==> config.mk <==
export PLATFORM = sky130hd
export DESIGN_NAME = pwm_capture
export DESIGN_NICKNAME = d
export VERILOG_FILES = /design/src/rtl/pwm_capture.sv
export SDC_FILE = /design/constraint.sdc
export NUM_CORES = 1
export LEC_CHECK = 0
export CAP_MARGIN = 25
export CORE_MARGIN = 8
export CORE_UTILIZATION = 45
export CTS_BUF_LIST = sky130_fd_sc_hd__clkbuf_4
export CTS_CLUSTER_DIAMETER = 30
export CTS_CLUSTER_SIZE = 8
export DETAILED_ROUTE_END_ITERATION = 12
export PLACE_DENSITY = 0.62
export SYNTH_ARGS = -nofsm -noshare
export SYNTH_HDL_FRONTEND = slang
export SYNTH_SLANG_ARGS = --single-unit
export TNS_END_PERCENT = 100
==> constraint.sdc <==
create_clock -name clock -period 3.1 [get_ports clock]
set_input_delay 0.465 -clock clock [delete_from_list [all_inputs] [get_ports clock]]
set_output_delay 0.465 -clock clock [all_outputs]
set_load 0.05 [all_outputs]
==> src/rtl/pwm_capture.sv <==
// Servo-style PWM pulse-width capture: measures high time in ticks, reports it with a
// one-cycle strobe, and flags loss of signal after a period with no line activity.
//
// state  | meaning
// IDLE   | waiting to see the line low before trusting any rising edge
// ARMED  | line low, waiting for a rising edge
// HIGH   | measuring a high pulse
module pwm_capture #(
    parameter int TICK_CYCLES    = 100,
    parameter int MIN_TICKS      = 8,
    parameter int TIMEOUT_CYCLES = 2000000
) (
    input  logic       clock,
    input  logic       reset,
    input  logic       pwm_in,
    output logic [9:0] duty_out,
    output logic       duty_valid,
    output logic       duty_sat,
    output logic       signal_lost
);

    localparam int PW = (TICK_CYCLES > 1) ? $clog2(TICK_CYCLES) : 1;
    localparam int TW = $clog2(TIMEOUT_CYCLES + 1);
    localparam int WW = 11;

    localparam logic [1:0] ST_IDLE  = 2'd0;
    localparam logic [1:0] ST_ARMED = 2'd1;
    localparam logic [1:0] ST_HIGH  = 2'd2;

    logic          sync_1;
    logic          sync_2;
    logic          hist;
    logic [1:0]    state;
    logic [PW-1:0] presc;
    logic [WW-1:0] width;
    logic [WW-1:0] width_cap;
    logic [TW-1:0] tmo_cnt;
    logic          accept_q;

    logic          rise;
    logic          fall;
    logic          presc_wrap;
    logic [WW-1:0] width_next;
    logic          tmo_hit;

    always_comb begin
        rise       = sync_2 & ~hist;
        fall       = ~sync_2 & hist;
        presc_wrap = (presc == PW'(TICK_CYCLES - 1));
        width_next = width;
        if (presc_wrap && (width != {WW{1'b1}}))
            width_next = width + 1'b1;
        // A falling edge in the same cycle as the timeout wins.
        tmo_hit = (tmo_cnt == TW'(TIMEOUT_CYCLES)) && !((state == ST_HIGH) && fall);
    end

    always_ff @(posedge clock) begin
        if (reset) begin
            sync_1      <= 1'b1;
            sync_2      <= 1'b1;
            hist        <= 1'b1;
            state       <= ST_IDLE;
            presc       <= '0;
            width       <= '0;
            width_cap   <= '0;
            tmo_cnt     <= '0;
            accept_q    <= 1'b0;
            duty_out    <= '0;
            duty_valid  <= 1'b0;
            duty_sat    <= 1'b0;
            signal_lost <= 1'b1;
        end else begin
            sync_1     <= pwm_in;
            sync_2     <= sync_1;
            hist       <= sync_2;
            duty_valid <= 1'b0;
            accept_q   <= 1'b0;

            if (rise || fall)
                tmo_cnt <= '0;
            else if (tmo_cnt != TW'(TIMEOUT_CYCLES))
                tmo_cnt <= tmo_cnt + 1'b1;

            case (state)
                ST_IDLE: begin
                    if (!sync_2)
                        state <= ST_ARMED;
                end
                ST_ARMED: begin
                    if (rise) begin
                        state <= ST_HIGH;
                        presc <= '0;
                        width <= '0;
                    end
                end
                ST_HIGH: begin
                    if (fall) begin
                        state <= ST_ARMED;
                        // width_next counts the current cycle too, so width = floor(high/TICK).
                        if (width_next >= WW'(MIN_TICKS)) begin
                            accept_q  <= 1'b1;
                            width_cap <= width_next;
                        end
                    end else if (tmo_hit) begin
                        state <= ST_IDLE;
                    end else begin
                        presc <= presc_wrap ? '0 : presc + 1'b1;
                        width <= width_next;
                    end
                end
                default: state <= ST_IDLE;
            endcase

            // Extra pipeline stage places the strobe three edges after the sampled fall.
            if (accept_q) begin
                duty_out    <= (width_cap > 11'd1023) ? 10'd1023 : width_cap[9:0];
                duty_sat    <= (width_cap > 11'd1023);
                duty_valid  <= 1'b1;
                signal_lost <= 1'b0;
            end else if (tmo_hit) begin
                signal_lost <= 1'b1;
            end
        end
    end

endmodule

==> reports/results.ini, run 1 <==
[status]
outcome = completed

[global_route]
busiest_layer = met2
grt_pass1_vias = 2531
grt_util_met2_pct = 20.2
antenna_found_initial = 0
grt_use_met3_pct = 3.24
grt_pass1_wl_mm = 12.1
overflow = 0
grt_max_degree = 44
grt_util_met1_pct = 19.6
grt_use_total_pct = 14.3

[clock_network]
numCtsBuffers = 9
cts_hold_buf = 0
worstSkewPairLatency_ns = 0.41
cts.clk_slew.worst_paths_ns = 0.11
post_cts_buffers = 0
root_buffer = clkbuf_4
ctsResizeCount = 0
cts_htree_levels = 3
cts_tree = done
clock_sinks = 69
cts_buffer_depth = 2

[routing]
drt_iter0_markers = 150
vias_per_cell = 5.39
wirelength_mm = 6.95
drt_first_pass_iters = 4
vias = 2760
wl_per_cell_microns = 13.6
detail-route-antenna-nets = 0
drc_errors = 0

[critical_path]
path_cells = ha_1, nand3_1, nor3_1, o21ai_1, a2111oi_4, a211oi_1, a211oi_2
crit_path_start_kind = register
endpoint_kind = register
cp_max_fo = 8
cp_slowest_stage_delay_ns = 0.60
setup.worst_path.class = register to register
cp_slowest_cell = a2111oi_4
critPathRequiredTime_ns = 3.44
arrival_ns = 3.01

[sta]
worst_slew_pin_slew_ns = 0.816
relSlewSlack_pct = 45.6
min_period_over_period_pct = 86.2
skew_ns = 0.0138
fin_setup_tns_ns = 0
setup_viol = 0
holdWs_ns = 0.425
slew_violations = 0
final-hold-violation-count = 0
fmax_ghz = 0.374
rsz0062_at_grt = false
finalCriticalPeriod_ns = 2.67

[yosys]
muxShareOfSynthArea_pct = 2.76
async_reset_ff_share_pct = 0
synth_top_area_share_pct = 40.6
synth-xor-area-share_pct = 7.72
synthTopCellsByArea = dfxtp_1, nor2_1, xor2_1, a21oi_1, a211oi_1
syn_area_sq_mm = 0.00340
synthSimpleGateAreaFrac_pct = 25.9
synth_seq_area_share_pct = 40.6
ys_ff_latch = 69
synth.distinct_cells = 53
synth_compound_area_share_pct = 16.5
synth_nets = 409
yosysWarnings = 0
yosysTopAreaCell = dfxtp_1
ys.flop_type = dfxtp_1
syn_area_per_cell_sq_um = 8.51
synth_adder_area_share_pct = 2.21
synth_cells = 400
synth_edf_count = 0
synth_top_family_by_area = simple AND/OR/NAND/NOR gates

[pwr]
ir_drop_mv = 0.214
switching_share_pct = 22.3
p_sw_uw = 359
p_seq_share_pct = 56.5
p_leak_nw = 1.28
p_clk_share_pct = 40.0
pwr-share-comb_pct = 3.5
intPower_mw = 1.25
p_per_area_mw_per_mm2 = 427

[floorplanning]
coreArea_sq_mm = 0.00729
start_util_pct = 46.7
die_y_microns = 103
rows = 31
die_area_sq_mm = 0.0106
chipWidth_microns = 103
ios = 16

[placement]
place.gp.congestion = 0.939
place_area_sq_mm = 0.00362
port-buffer-count = 15
hpwl_mm = 4.86
place_inst = 496

[finish]
fillers = 742
diodes = 0
fin_nets = 417
final_cell_mix = dfxtp_1, nor2_1, a21oi_1
synthToLayoutAreaGrowth_pct = 10.7
stdcell_area_sq_mm = 0.00377
stdcell_count = 512
drive_gt1_share_pct = 9.44
final_common_cell = dfxtp_1

[flow_run]
maxCapViolCount = 0

[worst_hold_path]
hold_path_class = register to register

## worst paths after layout
path / start / end / slack (ns) / cells past startpoint
worst max register to register: width[0] / width_cap[0] / 0.43 / 7
worst min-delay path: sync_1 / sync_2 / 0.43 / 1
worst max-delay path: width[0] / width_cap[0] / 0.43 / 7
worst min register to register: sync_1 / sync_2 / 0.43 / 1
## area by class of cell
| class | instances | area (sq um) | area share (%) |
|---|---|---|---|
| Clock inverter | 6 | 77.6 | 2.06 |
| Tap cell | 99 | 124 | 3.29 |
| Inverter | 16 | 60.1 | 1.59 |
| Sequential cell | 69 | 1380 | 36.7 |
| Timing Repair Buffer | 18 | 173 | 4.58 |
| Multi-Input combinational cell | 294 | 1880 | 49.8 |
| Clock buffer | 10 | 75.1 | 1.99 |
## power groups by stage
stage | combinational [mW] | sequential, mW | clock (mW)
finish | 0.0559 | 0.909 | 0.644
detailed placement | 0.0562 | 0.929 | 0
floorplan | 0.0445 | 0.927 | 0
CTS | 0.0567 | 0.909 | 0.670
global placement | 0.0555 | 0.929 | 0
global route | 0.0641 | 0.912 | 0.703
## critical path: cells and delay by family (launching register included)
kind	cells	cell delay (ns)
flops	1	0.49
simple gates	2	0.61
fa+ha+maj	1	0.26
compound gates	4	1.25
## sequential cells by signal, summed over array words and instances (netlist names)
name and flops:
tmo_cnt 21, presc 7, sync_2 1, accept_q 1, width_cap 11, duty_sat 1
duty_out 10, width 11, duty_valid 1, state 2, hist 1, sync_1 1
signal_lost 1
## kinds of logic after synthesis
group                      Yosys count
muxes                                9
buffers and inverters               37
DFF                                 69
adders and majority gates            6
AOI/OAI and AO/OA                   80
and+or+nand+nor                    169
xor gates and xnor gates            30
## per-stage QoR
| stage | utilization, % | total power, mW | setup WS (ns) |
|---|---|---|---|
| final | 51.7 | 1.61 | 0.427 |
| after global routing | 51.7 | 1.68 | 0.226 |
| after CTS | 51.7 | 1.64 | 0.448 |
| after detailed placement | 49.6 | 0.986 | 0.490 |
| after global placement | 49.6 | 0.985 | 0.574 |
| after floorplan | - | 0.971 | 0.849 |
## routing by layer
layer | wire length, microns | vias up
met5 | 0 | -
met4 | 115 | 0
met3 | 332 | 15
met2 | 2820 | 55
met1 | 3680 | 1263
li1 | - | 1427
## cells in the mapped netlist (all sizes together) (5+ instances only)
library cell,n
a211oi,20
a21oi,25
and3,6
and4,5
clkbuf,17
dfxtp,69
ha,6
inv,16
mux2i,6
nand2,24
nand2b,6
nand3,14
nand3b,5
nand4,8
nor2,66
nor3,8
o211ai,5
o21ai,11
or2,5
or3,5
xnor2,10
xor2,20
Note: power is estimated with default switching activity, not from simulation.
==> inputs of run 2 (changes only) <==
- clock period: 3.1 -> 3.01 ns (I/O delays scaled with it)
==> reports/results.ini, run 2 (synthesis results as in run 1) <==
[sta]
fin_setup_tns_ns = 0
skew_ns = 0.0186
worst_slew_pin_slew_ns = 0.803
final-hold-violation-count = 0
relSlewSlack_pct = 46.4
min_period_over_period_pct = 88.5
holdWs_ns = 0.429
setup_viol = 0
rsz0062_at_grt = false
finalCriticalPeriod_ns = 2.67
fmax_ghz = 0.375
slew_violations = 0
worst_slack_ns = 0.345

[placement]
port-buffer-count = 15
hpwl_mm = 5.11
place.gp.congestion = 0.944
place_inst = 496
place_area_sq_mm = 0.00362
pre_cts_slack_ns = 0.420

[floorplanning]
start_util_pct = 46.7
chipWidth_microns = 103
rows = 31
ios = 16
die_y_microns = 103
coreArea_sq_mm = 0.00729
die_area_sq_mm = 0.0106

[critical_path]
critPathRequiredTime_ns = 3.34
regToRegSetupSlack_ns = 0.34
arrival_ns = 2.99
critPathTopFamily = compound AO/OA/AOI/OAI gates
crit_path_start_kind = register
critPathBufInv = 0
r2r-start = width[0]
setup.worst_path.class = register to register
endpoint_kind = register
cp_max_fo = 8
cp-startpoint = width[0]
cp_slowest_cell = a2111oi_4
reg2reg_to = width_cap[10]
cp_slowest_stage_delay_ns = 0.60
path_cells = ha_1, nand3_1, nor3_1, o21ai_1, a2111oi_4, a21o_4, mux2i_1
reg2regPathDepth = 7

[routing]
vias = 2731
drt_iter0_markers = 207
vias_per_cell = 5.35
drc_errors = 0
detail-route-antenna-nets = 0
wl_per_cell_microns = 14.2
wirelength_mm = 7.24
drt_first_pass_iters = 4

[finish]
stdcell_area_sq_mm = 0.00374
stdcell_count = 510
fillers = 733
largest_registers = tmo_cnt: 21 flops, width: 11 flops, width_cap: 11 flops
fin_nets = 417
final_common_cell = dfxtp_1
largest_register = tmo_cnt
utilization_pct = 51.3
diodes = 0
final_cell_mix = dfxtp_1, nor2_1, a21oi_1
multi_input_area_sq_mm = 0.00188
regArea_sq_mm = 0.00138
drive_gt1_share_pct = 9.25
largest_reg_flops = 21
synthToLayoutAreaGrowth_pct = 9.78

[flow_run]
maxCapViolCount = 0

[clock_network]
cts_hold_buf = 0
worstSkewPairLatency_ns = 0.40
ctsResizeCount = 0
cts_buffer_depth = 2
root_buffer = clkbuf_4
post_cts_buffers = 0
numCtsBuffers = 9
cts_tree = done
clock_sinks = 69
cts.clk_slew.worst_paths_ns = 0.11
cts_htree_levels = 3

[pwr]
p_leak_nw = 1.27
intPower_mw = 1.21
pwr-share-comb_pct = 3.7
switching_share_pct = 22.6
totalPowerFinal_mw = 1.56
ir_drop_mv = 0.194
p_seq_share_pct = 59.9
p_sw_uw = 354
p_clk_share_pct = 36.4
p_per_area_mw_per_mm2 = 418

[global_route]
grt_max_degree = 44
grt_pass1_wl_mm = 12.4
overflow = 0
grt_use_total_pct = 14.6
busiest_layer = met2
grt_pass1_vias = 2599
grt_util_met1_pct = 20.2
antenna_found_initial = 0
grt_use_met3_pct = 3.24
grt_util_met2_pct = 21.0

[worst_hold_path]
holdPathStages = 1
min_from = sync_1
hold_path_class = register to register
min_to = sync_2

[status]
outcome = completed

## run 2: cell count changes in the layout (fill, tap and decap cells not counted), sizes merged
cell    before  now
bufinv       2    1
clkbuf      10   11
clkinv       4    2
## run 2: layout make-up
type	instances	area share (%)
clock buffers	11	2.21
clock inverters	3	1.04
inverters	16	1.61
multi-input cells	294	50.3
flip-flops and latches	69	37.0
well taps	99	3.31
repair buffers	18	4.62
## run 2: worst max path at each step
| stage | to | slack (ns) | cells past startpoint |
|---|---|---|---|
| after floorplan | width_cap[10] | 0.76 | 7 |
| after global placement | width_cap[10] | 0.51 | 7 |
| after detailed placement | width_cap[10] | 0.42 | 7 |
| after CTS | width_cap[10] | 0.37 | 7 |
| after global routing | width_cap[2] | 0.17 | 7 |
| final | width_cap[10] | 0.34 | 7 |
## run 2: metal layers
| layer | up-vias | part of all wire [%] |
|---|---|---|
| met4 | 0 | 0.76 |
| li1 | 1429 | - |
| met2 | 54 | 42 |
| met5 | - | 0 |
| met1 | 1244 | 53 |
| met3 | 4 | 4.8 |
## run 2: power groups by stage
stage	sequential, mW	clock [mW]	combinational (mW)
after floorplan	0.954	0	0.0458
after global placement	0.957	0	0.0572
after detailed placement	0.957	0	0.0579
after CTS	0.937	0.584	0.0584
after global routing	0.939	0.622	0.0665
final	0.937	0.569	0.0571
==> inputs of run 3 (changes only) <==
- SETUP_SLACK_MARGIN: default -> 0.05
==> results of run 3 <==
No change in the layout: final DEF, timing and power equal those of run 2.
